===== config.mk =====
export PLATFORM = sky130hd
export DESIGN_NAME = sevenseg_demux
export DESIGN_NICKNAME = d
export VERILOG_FILES = /design/src/rtl/sevenseg_demux.sv
export SDC_FILE = /design/constraint.sdc
export NUM_CORES = 1
export LEC_CHECK = 0
export ABC_AREA = 1
export CORE_MARGIN = 2
export CORE_UTILIZATION = 52
export DETAILED_ROUTE_END_ITERATION = 10
export PLACE_DENSITY = 0.75
export SLEW_MARGIN = 20
export SYNTH_ARGS = -nofsm -noshare
export SYNTH_HDL_FRONTEND = slang
export SYNTH_SLANG_ARGS = --single-unit

===== constraint.sdc =====
create_clock -name clk -period 1.66 [get_ports clk]
set_input_delay 0.166 -clock clk [delete_from_list [all_inputs] [get_ports clk]]
set_output_delay 0.166 -clock clk [all_outputs]
set_load 0.01 [all_outputs]

===== src/rtl/sevenseg_demux.sv =====
// sevenseg_demux: receive side of a two-digit multiplexed seven-segment display.
// Samples the segment/digit-select lines, waits for each word to settle, and
// decodes every captured digit back to BCD. It also flags undecodable
// patterns and a scan that has stopped.
module sevenseg_demux #(
    parameter int STABLE_CYCLES  = 4,
    parameter int TIMEOUT_CYCLES = 1_000_000
) (
    input  logic       clk,
    input  logic       rst,
    input  logic       cathod_anode,
    input  logic [6:0] seg_in,
    input  logic [1:0] an_in,
    output logic [3:0] units_bcd,
    output logic [3:0] tens_bcd,
    output logic       units_valid,
    output logic       tens_valid,
    output logic       pair_valid,
    output logic       seg_err,
    output logic       stale
);

    localparam int                IDLE_W    = $clog2(TIMEOUT_CYCLES + 1);
    localparam logic [7:0]        CAP_AT    = 8'(STABLE_CYCLES - 1);
    localparam logic [IDLE_W-1:0] IDLE_MAX  = IDLE_W'(TIMEOUT_CYCLES);
    localparam logic [IDLE_W-1:0] IDLE_LAST = IDLE_W'(TIMEOUT_CYCLES - 1);

    // Word layout: {cathod_anode, an[1:0], seg[6:0]}
    logic [9:0]        word_p0;   // first synchronizer flop (s1)
    logic [9:0]        word_p1;   // second synchronizer flop (s2)
    logic [7:0]        cnt;
    logic              cap_done;
    logic [1:0]        seen;      // [1] = units seen, [0] = tens seen
    logic [IDLE_W-1:0] idle;

    logic       ca_p1;
    logic [1:0] act_p1;
    logic [6:0] nseg_p1;
    logic [4:0] dec_p1;
    logic       dec_ok_p1;
    logic [3:0] dec_digit_p1;
    logic       one_hot_p1;
    logic       sel_units_p1;
    logic       cap_p1;
    logic [1:0] seen_set_p1;

    // Map a normalised (active-high) segment pattern to {ok, digit}.
    function automatic logic [4:0] seg_decode(input logic [6:0] s);
        logic [4:0] r;
        r = 5'd0;
        case (s)
            7'h3F:   r = {1'b1, 4'd0};
            7'h06:   r = {1'b1, 4'd1};
            7'h5B:   r = {1'b1, 4'd2};
            7'h4F:   r = {1'b1, 4'd3};
            7'h66:   r = {1'b1, 4'd4};
            7'h6D:   r = {1'b1, 4'd5};
            7'h7D:   r = {1'b1, 4'd6};
            7'h07:   r = {1'b1, 4'd7};
            7'h7F:   r = {1'b1, 4'd8};
            7'h6F:   r = {1'b1, 4'd9};
            default: r = 5'd0;
        endcase
        return r;
    endfunction

    // Common-anode lines are active-low; fold them to active-high.
    function automatic logic [6:0] norm_seg(input logic ca, input logic [6:0] s);
        return ca ? ~s : s;
    endfunction

    function automatic logic [1:0] norm_an(input logic ca, input logic [1:0] a);
        return ca ? ~a : a;
    endfunction

    // Counter that sticks at all-ones instead of wrapping.
    function automatic logic [7:0] sat_inc8(input logic [7:0] v);
        return (v == 8'hFF) ? v : v + 8'd1;
    endfunction

    // Two-flop synchronizer for the whole sampled word.
    always_ff @(posedge clk or negedge rst) begin
        if (!rst) begin
            word_p0 <= '0;
            word_p1 <= '0;
        end else begin
            word_p0 <= {cathod_anode, an_in, seg_in};
            word_p1 <= word_p0;
        end
    end

    // Decode of the settled word held in the second flop.
    always_comb begin
        ca_p1        = word_p1[9];
        act_p1       = norm_an(ca_p1, word_p1[8:7]);
        nseg_p1      = norm_seg(ca_p1, word_p1[6:0]);
        dec_p1       = seg_decode(nseg_p1);
        dec_ok_p1    = dec_p1[4];
        dec_digit_p1 = dec_p1[3:0];
        one_hot_p1   = (act_p1 == 2'b01) || (act_p1 == 2'b10);
        sel_units_p1 = act_p1[1];
        // Capture fires on the edge after the word has been seen equal in
        // both flops STABLE_CYCLES-1 times; it may coincide with the next
        // word arriving in the first flop, which is why it does not check
        // word_p0 == word_p1 itself.
        cap_p1       = (cnt == CAP_AT) && !cap_done && one_hot_p1;
        seen_set_p1  = seen | (sel_units_p1 ? 2'b10 : 2'b01);
    end

    // Stability window: restart whenever the two flops disagree.
    always_ff @(posedge clk or negedge rst) begin
        if (!rst) begin
            cnt      <= 8'd0;
            cap_done <= 1'b0;
        end else if (word_p0 != word_p1) begin
            // A new word wins over a capture on the same edge so that the
            // new dwell is still allowed its own capture.
            cnt      <= 8'd0;
            cap_done <= 1'b0;
        end else begin
            cnt <= sat_inc8(cnt);
            if (cap_p1) begin
                cap_done <= 1'b1;
            end
        end
    end

    // Digit registers, pair tracking, error pulse and scan timeout.
    always_ff @(posedge clk or negedge rst) begin
        if (!rst) begin
            units_bcd   <= 4'd0;
            tens_bcd    <= 4'd0;
            units_valid <= 1'b0;
            tens_valid  <= 1'b0;
            pair_valid  <= 1'b0;
            seg_err     <= 1'b0;
            stale       <= 1'b0;
            seen        <= 2'b00;
            idle        <= '0;
        end else begin
            pair_valid <= 1'b0;
            seg_err    <= 1'b0;
            if (cap_p1) begin
                // Any capture, good or bad, proves the scan is alive.
                idle  <= '0;
                stale <= 1'b0;
                if (dec_ok_p1) begin
                    if (sel_units_p1) begin
                        units_bcd   <= dec_digit_p1;
                        units_valid <= 1'b1;
                    end else begin
                        tens_bcd   <= dec_digit_p1;
                        tens_valid <= 1'b1;
                    end
                    if (seen_set_p1 == 2'b11) begin
                        pair_valid <= 1'b1;
                        seen       <= 2'b00;
                    end else begin
                        seen <= seen_set_p1;
                    end
                end else begin
                    // Keep the last good digit but mark it untrusted.
                    if (sel_units_p1) begin
                        units_valid <= 1'b0;
                    end else begin
                        tens_valid <= 1'b0;
                    end
                    seg_err <= 1'b1;
                    seen    <= 2'b00;
                end
            end else if (idle != IDLE_MAX) begin
                idle <= idle + 1'b1;
                if (idle == IDLE_LAST) begin
                    stale       <= 1'b1;
                    units_valid <= 1'b0;
                    tens_valid  <= 1'b0;
                    seen        <= 2'b00;
                end
            end
        end
    end

endmodule


==> results.txt <==
----------------------------------------------------
[Route]
  1st-pass router iterations ... 5
  Average wire per standard cell ... 12.0 um
  ANT nets after route ... 0
  Wire length reported by the detailed router ... 6220 um
  Number of violations reported at the end of detailed-routing iteration 0 ... between 100 and 150
  Total number of vias ... around 2.7k
  DR DRC count ... 0
  Post-DR vias/cell ... around 5.1

[Setup path]
  Crit Reg-Reg Endpoint ... units_bcd[0]
  Worst reg2reg path depth ... 11
  Setup slack, reg-to-reg ... -0.04 ns
  Setup Crit Path Kind ... flop to flop
  Capture point of the worst path ... units_bcd[0]
  Critical path launch point type ... flop
  Worst reg2reg path startpoint ... word_p1[9]
  Critical path, cell by cell ... buf_6 -> nand2_1 -> nand2_2 -> inv_2 -> nand4_1 -> a21oi_4 -> nor2_4 -> nand2_4 -> nand2_4 -> nand2_2 -> o21ai_1
  WP data required ... around 1.9 ns
  Slowest Stage Delay on Critical Path ... 0.47 ns
  Slowest cell on crit path ... sky130_fd_sc_hd__dfrtp_2
  Worst setup path startpoint ... word_p1[9]
  Endpoint kind of the worst setup timing path ... flop
  Maximum fanout along the worst path ... 7
  Worst EP arrival ... between 1.5 and 2 ns

[Timing]
  Final Cycle Share ... 102%
  Remaining max-slew budget at the tightest pin ... about 78%
  Worst slack on hold paths ... 0.266 ns
  Minimum clock period ... approximately 1.7 ns
  Total of endpoints with negative setup slack in the final report ... 9
  Slew at the pin closest to its max-slew limit ... around 0.34 ns
  Post-layout worst setup margin ... -0.0370 ns
  Number of slew-limit violations in the final report ... 0
  Setup clock skew after layout ... roughly 0.0097 ns
  Upper clock frequency limit ... 589 MHz
  Hold violation total from the final report ... 0
  Setup repair after global routing missed its margin ... yes

[Global routing]
  Initial antenna violation count ... 0
  Overall global routing resource usage ... about a fifth
  Via count of the first global-routing pass ... approximately 2.4k
  Met1 usage ... 25.7%
  Global-route met3 utilization ... under 10%
  Pin count of the biggest net entering global routing ... 65
  Met2 track utilization from global routing ... 31.8%
  First-pass GRT wire length ... 10100 um
  Leftover overflow at the end of global routing ... 0
  Most Crowded Layer GR ... met2

[Clocking]
  Worst skew pair latency ... 0.34 ns
  Number of levels in the clock H-tree ... 3
  Inserted Clock Buffers ... 9
  Root buf cell ... sky130_fd_sc_hd__clkbuf_8
  Clock-pin transition on the worst setup and hold timing paths ... roughly 0.06 ns
  Clk sink count ... 64
  Clock Tree Buf Depth ... 2
  TritonCTS clock tree ... done

[Pwr]
  Pwr dens ... 779 nW/um^2
  Static leakage ... around 1.9 nW
  Largest voltage drop on the vdd net ... around 0.54 mV

[Status]
  Violations in the final reports ... negative setup slack
  Outcome ... finished with violations

[Final layout]
  Relative area change from synthesis to final layout ... 28.5%
  Fraction of layout instances using a drive strength above 1 ... 22.2%
  Antenna diode count ... 0
  Number of filler cells placed in the layout ... about 490
  Core utilization of the finished layout ... around two thirds
  Final instance area ... 3990 sq um
  # nets final ... roughly 460

[Synth]
  Sequential-to-total area share from yosys stat ... between 50% and 60%
  Syn nets ... about 400
  Async set-reset flop share out of synthesis ... 100%
  Total of flip-flops plus latches after synthesis ... 64
  Most frequently used flop master after synthesis ... sky130_fd_sc_hd__dfrtp_1
  Area of the mapped netlist ... 3110 sq um
  Top cell type's share of synthesized area ... about half
  Number of cells produced by synthesis ... roughly 380
  Post-synth top cells ... 98 x sky130_fd_sc_hd__nand2_1, 64 x sky130_fd_sc_hd__dfrtp_1, 55 x sky130_fd_sc_hd__nor2_1
  Count of warnings emitted by yosys ... 0
  Mean post-synth cell area ... 8.15 sq um
  Number of flops mapped to enable cells by yosys ... 0
  Unique cell type count in the Yosys netlist ... 33
  Most area-consuming cells after synthesis ... sky130_fd_sc_hd__dfrtp_1 52%, sky130_fd_sc_hd__nand2_1 12%, sky130_fd_sc_hd__nor2_1 6.6%
  Cell accounting for the most synthesized area ... sky130_fd_sc_hd__dfrtp_1
  Most frequent cell after synthesis ... sky130_fd_sc_hd__nand2_1

[Place]
  Post-DP Area ... approximately 3600 sq um
  PortBufs ... 24
  Worst setup slack before clock tree synthesis ... -0.0497 ns
  GP Congestion ... about 0.87
  Detailed placer's ending HPWL ... around 4200 um

[Flow run]
  Number of max-capacitance violations reported ... 0

[Min path]
  Type of the most critical hold path ... input port to flop
  Launch point of the worst hold path ... cathod_anode

[Floorplanning]
  Standard cell core area ... 5850 sq um
  Vertical extent of the die ... approximately 81 um
  Full die area ... about 6600 sq um
  Die X ... ~80 um
  Num ports ... 25
  Initial core utilization ... between 50 and 60%
  Std cell rows ... 28

----------------------------------------------------
## routing by layer
| metal | vias up | part of all wire, % | wire, um |
|---|---|---|---|
| met4 | 0 | 2.4 | 147 |
| met3 | 17 | 3.2 | 200 |
| li1 | 1340 | - | - |
| met2 | 58 | 48 | 2990 |
| met5 | - | 0 | 0 |
| met1 | 1238 | 46 | 2880 |
## area by class of cell
type | instances | area [sq um] | area share (%)
Clock inverter | 4 | 45.0 | 1.13
Sequential cell | 64 | 1600 | 40.2
Clock buffer | 11 | 141 | 3.54
Tap cell | 75 | 93.8 | 2.35
Inverter | 43 | 169 | 4.23
Timing Repair inverter | 1 | 7.51 | 0.188
Multi-Input combinational cell | 270 | 1460 | 36.5
Timing Repair Buffer | 52 | 475 | 11.9
## timing repair
action | 4_1_cts | 5_1_grt
pin swaps | 0 | 21
endpoints found under the setup margin | 9 | 28
cloned | 0 | 2
gates resized for setup | 4 | 50
endpoints found under the hold margin | 64 | 0
hold buffers | 1 | 0
buffers inserted | 0 | 6
## flip-flops by register name (all words and copies together) (netlist names)
name         count
idle            20
word_p0         10
word_p1         10
cnt              8
tens_bcd         4
units_bcd        4
seen             2
cap_done         1
pair_valid       1
seg_err          1
stale            1
tens_valid       1
units_valid      1
## critical path, delay by kind of cell (launching register included)
kind | cells | cell delay [ns]
buf+inv | 2 | 0.24
simple gates | 7 | 0.64
flops | 1 | 0.47
compound gates | 2 | 0.25
## where the power goes
part / switching (mW) / internal, mW
sequential: 0.0243 / 1.59
clock: 0.559 / 0.718
combinational: 0.129 / 0.0917
total: 0.713 / 2.39
## cell families (layout without fill, tap and decap cells)
kind of cell | Yosys count | in the layout | share of synthesized area (%)
AO/OA/AOI/OAI | 46 | 46 | 8.18
XOR/XNOR | 10 | 10 | 2.82
adder cells (fa/ha/maj) | 3 | 3 | 1.21
buffers and inverters | 47 | 111 | 6.04
flip-flops | 64 | 64 | 51.6
AND/OR/NAND/NOR | 211 | 211 | 30.2
## per-stage QoR
step	setup TNS, ns	instances	power (mW)
floorplan	0	381	1.74
global placement	0	496	1.82
detailed placement	-0.170	496	1.83
CTS	0	512	3.11
global route	-1.87	520	3.23
finish	-0.223	520	3.11
## worst min path at each step
stage,end,cells after the start
2_1_floorplan,cap_done,0
3_3_place_gp,idle[11],2
3_5_place_dp,idle[11],2
4_1_cts,word_p0[9],1
5_1_grt,word_p0[5],1
6_report,word_p0[9],1
## cell usage in the layout, fill, tap and decap left out, types with 2 or more instances in the layout
| cell | instances |
|---|---|
| sky130_fd_sc_hd__inv_1 | 38 |
| sky130_fd_sc_hd__nand4_1 | 8 |
| sky130_fd_sc_hd__a21oi_1 | 14 |
| sky130_fd_sc_hd__inv_4 | 3 |
| sky130_fd_sc_hd__nand2_1 | 86 |
| sky130_fd_sc_hd__dfrtp_1 | 63 |
| sky130_fd_sc_hd__clkdlybuf4s50_1 | 23 |
| sky130_fd_sc_hd__buf_6 | 4 |
| sky130_fd_sc_hd__ha_2 | 2 |
| sky130_fd_sc_hd__nand2_4 | 4 |
| sky130_fd_sc_hd__inv_2 | 2 |
| sky130_fd_sc_hd__nand3_1 | 16 |
| sky130_fd_sc_hd__nor2_4 | 5 |
| sky130_fd_sc_hd__xor2_1 | 4 |
| sky130_fd_sc_hd__o211ai_1 | 2 |
| sky130_fd_sc_hd__o21ai_1 | 12 |
| sky130_fd_sc_hd__nand2_2 | 18 |
| sky130_fd_sc_hd__o21ai_0 | 11 |
| sky130_fd_sc_hd__nor4_1 | 2 |
| sky130_fd_sc_hd__nor3_1 | 4 |
| sky130_fd_sc_hd__nor3_2 | 3 |
| sky130_fd_sc_hd__clkinv_2 | 3 |
| sky130_fd_sc_hd__nand3_2 | 3 |
| sky130_fd_sc_hd__clkbuf_8 | 10 |
| sky130_fd_sc_hd__xnor2_1 | 6 |
| sky130_fd_sc_hd__nor2_1 | 48 |
| sky130_fd_sc_hd__buf_4 | 22 |
| sky130_fd_sc_hd__a211oi_1 | 2 |
| sky130_fd_sc_hd__or2_2 | 2 |
| sky130_fd_sc_hd__nor2_2 | 8 |
Note: power is estimated with default switching activity, not from simulation.
